**config.mk**
```make
export PLATFORM = sky130hd
export DESIGN_NAME = add_seq16
export DESIGN_NICKNAME = d
export VERILOG_FILES = /design/src/rtl/add_seq16.sv
export SDC_FILE = /design/constraint.sdc
export NUM_CORES = 1
export LEC_CHECK = 0
export CORE_MARGIN = 1.5
export CORE_UTILIZATION = 45
export CTS_CLUSTER_SIZE = 16
export DETAILED_ROUTE_END_ITERATION = 16
export HOLD_SLACK_MARGIN = 0.15
export MAX_ROUTING_LAYER = met4
export PLACE_DENSITY = 0.74
export SYNTH_ARGS = -nofsm -noshare
export SYNTH_HDL_FRONTEND = slang
export SYNTH_SLANG_ARGS = --single-unit
```
**constraint.sdc**
```tcl
create_clock -name clk -period 2.5 [get_ports clk]
set_input_delay 0.5 -clock clk [delete_from_list [all_inputs] [get_ports clk]]
set_output_delay 0.5 -clock clk [all_outputs]
set_load 0.01 [all_outputs]
```
**src/rtl/add_seq16.sv**
```systemverilog
// Nibble-serial adder/subtractor: one 4-bit carry-lookahead slice walks the
// operands LSB nibble first, then holds the result until it is consumed.
module add_seq16 #(
    parameter int NIBBLES = 4
) (
    input  logic                   clk,
    input  logic                   rst,
    input  logic                   in_valid,
    output logic                   in_ready,
    input  logic [4*NIBBLES-1:0]   a,
    input  logic [4*NIBBLES-1:0]   b,
    input  logic                   cin,
    input  logic                   sub,
    output logic                   out_valid,
    input  logic                   out_ready,
    output logic [4*NIBBLES-1:0]   sum,
    output logic                   cout,
    output logic                   ovf
);

    localparam int W  = 4 * NIBBLES;
    localparam int IW = (NIBBLES > 1) ? $clog2(NIBBLES) : 1;

    typedef enum logic [1:0] {
        IDLE,
        RUN,
        DONE
    } state_t;

    state_t          state_q, state_d;
    logic [IW-1:0]   idx_q, idx_d;
    logic            carry_q, carry_d;
    logic [W-1:0]    opa_q, opa_d;
    logic [W-1:0]    opb_q, opb_d;
    logic [W-1:0]    sum_q, sum_d;
    logic            cout_q, cout_d;
    logic            ovf_q, ovf_d;

    logic [3:0]      nib_a, nib_b, g, p, slice_sum;
    logic [4:0]      c;
    int unsigned     base;

    // Nibble selected by the running index feeds the lookahead slice.
    always_comb begin
        base  = 4 * int'(idx_q);
        nib_a = opa_q[base +: 4];
        nib_b = opb_q[base +: 4];
    end

    assign g    = nib_a & nib_b;
    assign p    = nib_a | nib_b;
    assign c[0] = carry_q;
    assign c[1] = g[0] | (p[0] & c[0]);
    assign c[2] = g[1] | (p[1] & g[0]) | (p[1] & p[0] & c[0]);
    assign c[3] = g[2] | (p[2] & g[1]) | (p[2] & p[1] & g[0])
                | (p[2] & p[1] & p[0] & c[0]);
    assign c[4] = g[3] | (p[3] & g[2]) | (p[3] & p[2] & g[1])
                | (p[3] & p[2] & p[1] & g[0])
                | (p[3] & p[2] & p[1] & p[0] & c[0]);

    for (genvar gi = 0; gi < 4; gi++) begin : g_sum
        assign slice_sum[gi] = nib_a[gi] ^ nib_b[gi] ^ c[gi];
    end

    always_comb begin
        state_d = state_q;
        idx_d   = idx_q;
        carry_d = carry_q;
        opa_d   = opa_q;
        opb_d   = opb_q;
        sum_d   = sum_q;
        cout_d  = cout_q;
        ovf_d   = ovf_q;
        unique case (state_q)
            IDLE: begin
                if (in_valid) begin
                    // Subtraction is a + ~b + 1, so the sub flag is fully
                    // absorbed into opB and the initial carry here.
                    opa_d   = a;
                    opb_d   = sub ? ~b : b;
                    carry_d = sub ? 1'b1 : cin;
                    idx_d   = '0;
                    state_d = RUN;
                end
            end
            RUN: begin
                sum_d[base +: 4] = slice_sum;
                carry_d          = c[4];
                idx_d            = idx_q + IW'(1);
                if (idx_q == IW'(NIBBLES - 1)) begin
                    cout_d  = c[4];
                    ovf_d   = (opa_q[W-1] == opb_q[W-1]) && (slice_sum[3] != opa_q[W-1]);
                    state_d = DONE;
                end
            end
            DONE: begin
                if (out_ready) begin
                    state_d = IDLE;
                end
            end
            default: state_d = IDLE;
        endcase
    end

    always_ff @(posedge clk) begin
        if (rst) begin
            state_q <= IDLE;
            idx_q   <= '0;
            carry_q <= 1'b0;
            opa_q   <= '0;
            opb_q   <= '0;
            sum_q   <= '0;
            cout_q  <= 1'b0;
            ovf_q   <= 1'b0;
        end else begin
            state_q <= state_d;
            idx_q   <= idx_d;
            carry_q <= carry_d;
            opa_q   <= opa_d;
            opb_q   <= opb_d;
            sum_q   <= sum_d;
            cout_q  <= cout_d;
            ovf_q   <= ovf_d;
        end
    end

    assign in_ready  = (state_q == IDLE) && !rst;
    assign out_valid = (state_q == DONE);
    assign sum       = sum_q;
    assign cout      = cout_q;
    assign ovf       = ovf_q;

endmodule

```
==> results.py, run 1 <==
metrics = {
    "placed_design": {
        "hpwl_um": 4580,
        "placed_cells": 423,
        "dpl_cell_area_mm2": 0.00352,
        "routabilityCongestion": 0.898,
        "port-buffer-count": 57,
        "dp_slack_ns": -0.125,
    },
    "sta": {
        "setup_slack_ns": 0.160,
        "setup_viol": 0,
        "final.setup_skew_ns": 0.00764,
        "post-route-min-period_ns": 2.34,
        "drv_slew": 0,
        "final.setup.tns_ns": 0,
        "max_freq_ghz": 0.427,
        "slew_headroom_pct": 61.4,
        "tightestPinTransition_ns": 0.579,
        "rsz0062_at_grt": "no",
        "finalHoldViolCount": 0,
        "finalCritPeriodShare_pct": 93.6,
    },
    "layout": {
        "n_antenna_cell": 0,
        "layout.nets": 408,
        "multi_input_area_mm2": 0.00162,
        "nFillCells": 567,
        "final_layout_size_suffix_gt1_share_pct": 12.4,
        "final_area_mm2": 0.00366,
        "instances_no_fill": 431,
        "syn_to_final_growth_pct": 28.1,
        "regArea_mm2": 0.00110,
    },
    "synth": {
        "syn-num-nets": 354,
        "synthCells": 301,
        "synth_top_cell_by_area": "dfxtp_1",
        "async_flop_share_pct": 0,
        "synth_edf_count": 0,
        "ys_warn_count": 0,
        "ys_seq_elements": 55,
        "ys_top_cells_by_area": "dfxtp_1 38%, mux4_2 6.3%, ha_1 6.1%",
        "yosysSeqAreaShare_pct": 38.5,
        "syn_area_mm2": 0.00286,
        "ys.flop_type": "dfxtp_1",
        "syn_area_per_cell_um2": 9.51,
        "synth_cell_types": 45,
        "synth.top_cell.area_share_pct": 38.5,
    },
    "route": {
        "met1_length_um": 2730,
        "met2_length_um": 3010,
        "antenna_left": 0,
        "drcViolationCount": 0,
        "drt_iter0_drc": 113,
        "drt_first_pass_iters": 4,
        "vias_per_cell": 5.41,
        "highest_layer": "met4",
        "drt-total-wl_um": 6040,
        "wl_per_cell_um": 14.0,
        "wl_met3_um": 246,
        "num_vias": 2330,
    },
    "critical_path": {
        "crit_type": "reg -> reg",
        "r2r-end": "ovf",
        "r2r-start": "idx_q[0]",
        "cp-start-kind": "flip-flop",
        "endpoint_kind": "flip-flop",
        "cp.required_ns": 2.74,
        "cp.arrival_ns": 2.58,
        "reg2reg_setup_slack_ns": 0.16,
        "crit_path_max_fanout": 7,
        "r2r_cells": 7,
    },
    "grt": {
        "grt_pass1_wl_um": 10100,
        "grtUsageTotal_pct": 19.9,
        "grt_max_degree": 56,
        "antenna_found_initial": 0,
        "grt_overflow": 0,
        "grt_pass1_vias": 2157,
    },
    "clocking": {
        "cts_tree": "done",
        "cts-root-buf": "clkbuf_8",
        "clock_sinks": 55,
        "htreeDepth": 2,
        "path_clk_slew_ns": 0.10,
        "cts_buffer_depth": 2,
        "numCtsBuffers": 5,
        "cts_hold_buf": 0,
        "clk_latency_ns": 0.31,
    },
    "floorplanning": {
        "initial_core_util_pct": 47.5,
        "core_area_mm2": 0.00603,
        "fp.dieH_um": 82.7,
        "dieArea_mm2": 0.00685,
        "rows": 28,
        "fp.dieW_um": 82.7,
        "io-pin-count": 58,
    },
    "worst_hold_path": {
        "hold_class": "reg -> reg",
        "hold_path_startpoint": "opa_q[10]",
        "hold_depth": 2,
        "hold_path_end": "opa_q[10]",
    },
    "pwr": {
        "cellPowerDensity_mw_per_mm2": 553,
        "total_power_mw": 2.03,
        "power_leakage_nw": 1.36,
        "ir_drop_mv": 0.269,
    },
    "outcome": {
        "status": "finished, final reports clean",
    },
    "job": {
        "drv_cap": 0,
    },
}
cell families after synthesis:
logic type | Yosys count | synth area share (%)
AND/OR/NAND/NOR | 94 | 18.6
multiplexers | 10 | 7.00
AO/OA/AOI/OAI | 74 | 18.6
buffers and inverters | 36 | 5.29
adder cells (fa/ha/maj) | 15 | 6.82
flip-flops | 55 | 38.5
XOR/XNOR | 17 | 5.20
area by class of cell:
class | count | share of cell area [%]
multi-input cells | 210 | 44.2
repair buffers | 67 | 17.8
clock buffers | 5 | 1.88
inverters | 16 | 1.64
well taps | 75 | 2.56
clock inverters | 3 | 1.84
flip-flops and latches | 55 | 30.1
power by group:
part,total (mW),switching (mW),internal [mW]
registers,0.956,0.0339,0.922
clock network,0.696,0.296,0.399
logic,0.374,0.185,0.190
synth_stat cells (3+ instances only):
| cell type | count |
|---|---|
| nand2_1 | 41 |
| a211oi_1 | 17 |
| o211ai_1 | 5 |
| a31oi_1 | 4 |
| mux4_2 | 8 |
| dfxtp_1 | 55 |
| buf_1 | 3 |
| nand4_1 | 4 |
| xnor2_1 | 16 |
| buf_2 | 7 |
| nor2_1 | 30 |
| a21oi_1 | 24 |
| a22oi_1 | 9 |
| o2111ai_1 | 4 |
| nor4b_4 | 3 |
| ha_1 | 14 |
| inv_1 | 15 |
| clkbuf_1 | 8 |
sequential cells by signal, indices dropped and copies added (netlist names):
| register | cells |
|---|---|
| carry_q | 1 |
| cout | 1 |
| idx_q | 2 |
| opa_q | 16 |
| opb_q | 16 |
| ovf | 1 |
| state_q | 2 |
| sum | 16 |
cells in the final DEF, fill, tap and decap left out, types with 3 or more instances in the layout:
master,n
ha_1,14
nor2_1,30
o2111ai_1,4
mux4_2,8
a21oi_1,23
clkdlybuf4s50_1,56
clkbuf_8,5
inv_1,15
dfxtp_1,54
a211oi_1,17
xnor2_1,16
o211ai_1,5
a22oi_1,9
nand2_1,41
buf_4,9
nor4b_4,3
a31oi_1,4
nand4_1,4
what timing repair did:
| action | in CTS | in global routing |
|---|---|---|
| gates resized for setup | 1 | 1 |
| buffers inserted | 0 | 0 |
| setup endpoints to repair | 5 | 10 |
| cloned | 0 | 0 |
per-layer routing:
layer | vias up | GRT usage, %
met5 | - | -
met4 | 0 | 4.17
met3 | 6 | 3.30
met2 | 62 | 32.9
met1 | 1089 | 25.7
li1 | 1173 | -
critical path: stages, from the launching register on:
cell	delay [ns]
dfxtp_2	0.46
buf_4	0.16
mux4_2	0.50
ha_1	0.30
and3b_2	0.25
a21oi_2	0.24
o211ai_1	0.17
a211oi_2	0.19
stage by stage:
| step | hold slack (ns) | utilization [%] |
|---|---|---|
| floorplan | 0.433 | - |
| global placement | 0.446 | 58.5 |
| detailed placement | 0.450 | 58.5 |
| CTS | 0.465 | 60.8 |
| global route | 0.477 | 60.8 |
| finish | 0.461 | 60.8 |
worst max-delay path by stage:
stage,startpoint,end,slack [ns],cells past startpoint
after floorplan,idx_q[0],ovf,0.09,8
after global placement,idx_q[0],ovf,-0.009,7
after detailed placement,idx_q[0],ovf,-0.13,7
after CTS,idx_q[0],ovf,0.006,7
after global routing,idx_q[0],ovf,0.02,7
final,idx_q[0],ovf,0.16,7
No activity file was read; power rests on OpenSTA's default activity.
==> run 2: changes to the inputs <==
Settings changed: SETUP_SLACK_MARGIN from default to 0.05.
==> results.py, run 2 (same netlist as run 1, synthesis figures left out) <==
metrics = {
    "critical_path": {
        "timing.critical_path.buf_inv": 2,
        "cp-start-kind": "flip-flop",
        "cpMaxStageDelayCell": "dfxtp_1",
        "cp.required_ns": 2.74,
        "crit_type": "reg -> reg",
        "cp_cell_sequence": "mux4_2 > inv_1 > ha_1 > inv_1 > a2111o_1 > o2111a_1 > a211oi_2",
        "crit_path_max_fanout": 9,
        "path_common_cell": "inv_1",
        "cp.arrival_ns": 2.56,
        "max_stage_delay_ns": 0.60,
        "endpoint_kind": "flip-flop",
        "crit_family": "compound AO/OA/AOI/OAI gates",
    },
    "clocking": {
        "htreeDepth": 2,
        "numCtsBuffers": 5,
        "cts_tree": "done",
        "cts_buffer_depth": 2,
        "postCtsSetupBuffers": 0,
        "clk_latency_ns": 0.31,
        "clock_sinks": 55,
        "path_clk_slew_ns": 0.10,
        "cts-root-buf": "clkbuf_8",
    },
    "sta": {
        "rsz0062_at_grt": "no",
        "final.setup_skew_ns": 0.00505,
        "max_freq_ghz": 0.430,
        "slew_headroom_pct": 61.6,
        "setup_slack_ns": 0.174,
        "drv_slew": 0,
        "hold_ws_ns": 0.461,
        "finalHoldViolCount": 0,
        "tightestPinTransition_ns": 0.576,
        "finalCritPeriodShare_pct": 93.0,
        "setup_viol": 0,
        "post-route-min-period_ns": 2.33,
    },
    "grt": {
        "grt_pass1_vias": 2157,
        "antenna_found_initial": 0,
        "grtUsageTotal_pct": 19.9,
        "grt_overflow": 0,
        "grt_pass1_wl_um": 10100,
        "grt_max_degree": 56,
    },
    "floorplanning": {
        "rows": 28,
        "core_area_mm2": 0.00603,
        "fp.dieH_um": 82.7,
        "io-pin-count": 58,
        "dieArea_mm2": 0.00685,
        "fp.dieW_um": 82.7,
        "initial_core_util_pct": 47.5,
    },
    "placed_design": {
        "routabilityCongestion": 0.898,
        "dp_slack_ns": -0.125,
        "hpwl_um": 4580,
        "port-buffer-count": 57,
    },
    "worst_hold_path": {
        "hold_class": "reg -> reg",
    },
    "route": {
        "wl_met3_um": 249,
        "wl_per_cell_um": 14.1,
        "highest_layer": "met4",
        "num_vias": 2323,
        "drcViolationCount": 0,
        "met1_length_um": 2780,
        "vias_per_cell": 5.39,
        "met2_length_um": 2990,
        "drt_first_pass_iters": 4,
        "antenna_left": 0,
        "drt_iter0_drc": 119,
        "drt-total-wl_um": 6060,
    },
    "pwr": {
        "p_seq_share_pct": 47.1,
        "internal_power_mw": 1.51,
        "total_power_mw": 2.03,
        "power_leakage_nw": 1.36,
        "switching_share_pct": 25.5,
        "comb_power_share_pct": 18.6,
        "p_sw_uw": 516,
        "ir_drop_mv": 0.269,
        "cellPowerDensity_mw_per_mm2": 552,
        "p_clk_share_pct": 34.3,
    },
    "outcome": {
        "status": "finished, final reports clean",
    },
    "layout": {
        "layout.nets": 408,
        "n_antenna_cell": 0,
        "final_common_cell": "clkdlybuf4s50_1",
        "layout_common_cells": "56 x clkdlybuf4s50_1, 54 x dfxtp_1, 41 x nand2_1",
        "syn_to_final_growth_pct": 28.3,
        "final_layout_size_suffix_gt1_share_pct": 12.4,
        "final_core_util_pct": 60.9,
    },
    "job": {
        "drv_cap": 0,
    },
}
==> run 2: area by class of cell <==
type | instances | area (um2)
clock inverters | 3 | 67.6
fillers | 566 | 2350
well taps | 75 | 93.8
flip-flops and latches | 55 | 1100
clock buffers | 5 | 68.8
repair buffers | 67 | 653
inverters | 16 | 60.1
multi-input cells | 210 | 1630
==> run 2: per-layer routing <==
metal  global-route usage (%)  vias up
li1                         -     1174
met1                     25.7     1078
met2                     32.9       66
met3                     3.30        5
met4                     4.17        0
met5                        -        -
==> run 2: path summary, 6_finish.rpt <==
kind / start / end / slack (ns) / cells after the start
min reg2reg: opa_q[10] / opa_q[10] / 0.46 / 2
max reg2reg: idx_q[1] / ovf / 0.17 / 7
min: opa_q[10] / opa_q[10] / 0.46 / 2
max: idx_q[1] / ovf / 0.17 / 7
==> run 2: power groups by stage <==
stage,registers (mW),logic (mW),clock network [mW]
finish,0.956,0.376,0.695
global route,0.961,0.416,0.738
CTS,0.956,0.377,0.702
detailed placement,0.976,0.375,0
global placement,0.975,0.366,0
floorplan,0.963,0.251,0
==> run 2: timing repair <==
item	4_1_cts	5_1_grt
endpoints found under the setup margin	5	3
gates resized for setup	2	1
hold buffers	0	0
==> run 2: metrics by stage <==
step	cells	setup TNS [ns]	cell area, um2
floorplan	301	0	2860
global placement	423	-0.00853	3520
finish	431	0	3670
CTS	431	0	3660
detailed placement	423	-0.412	3520
global route	431	0	3670
==> run 2: worst register-to-register path: stages, from the launching register on <==
cell and delay (ns):
dfxtp_1 0.60, mux4_2 0.32, inv_1 0.06, ha_1 0.37, inv_1 0.06, a2111o_1 0.49, o2111a_1 0.19, a211oi_2 0.18
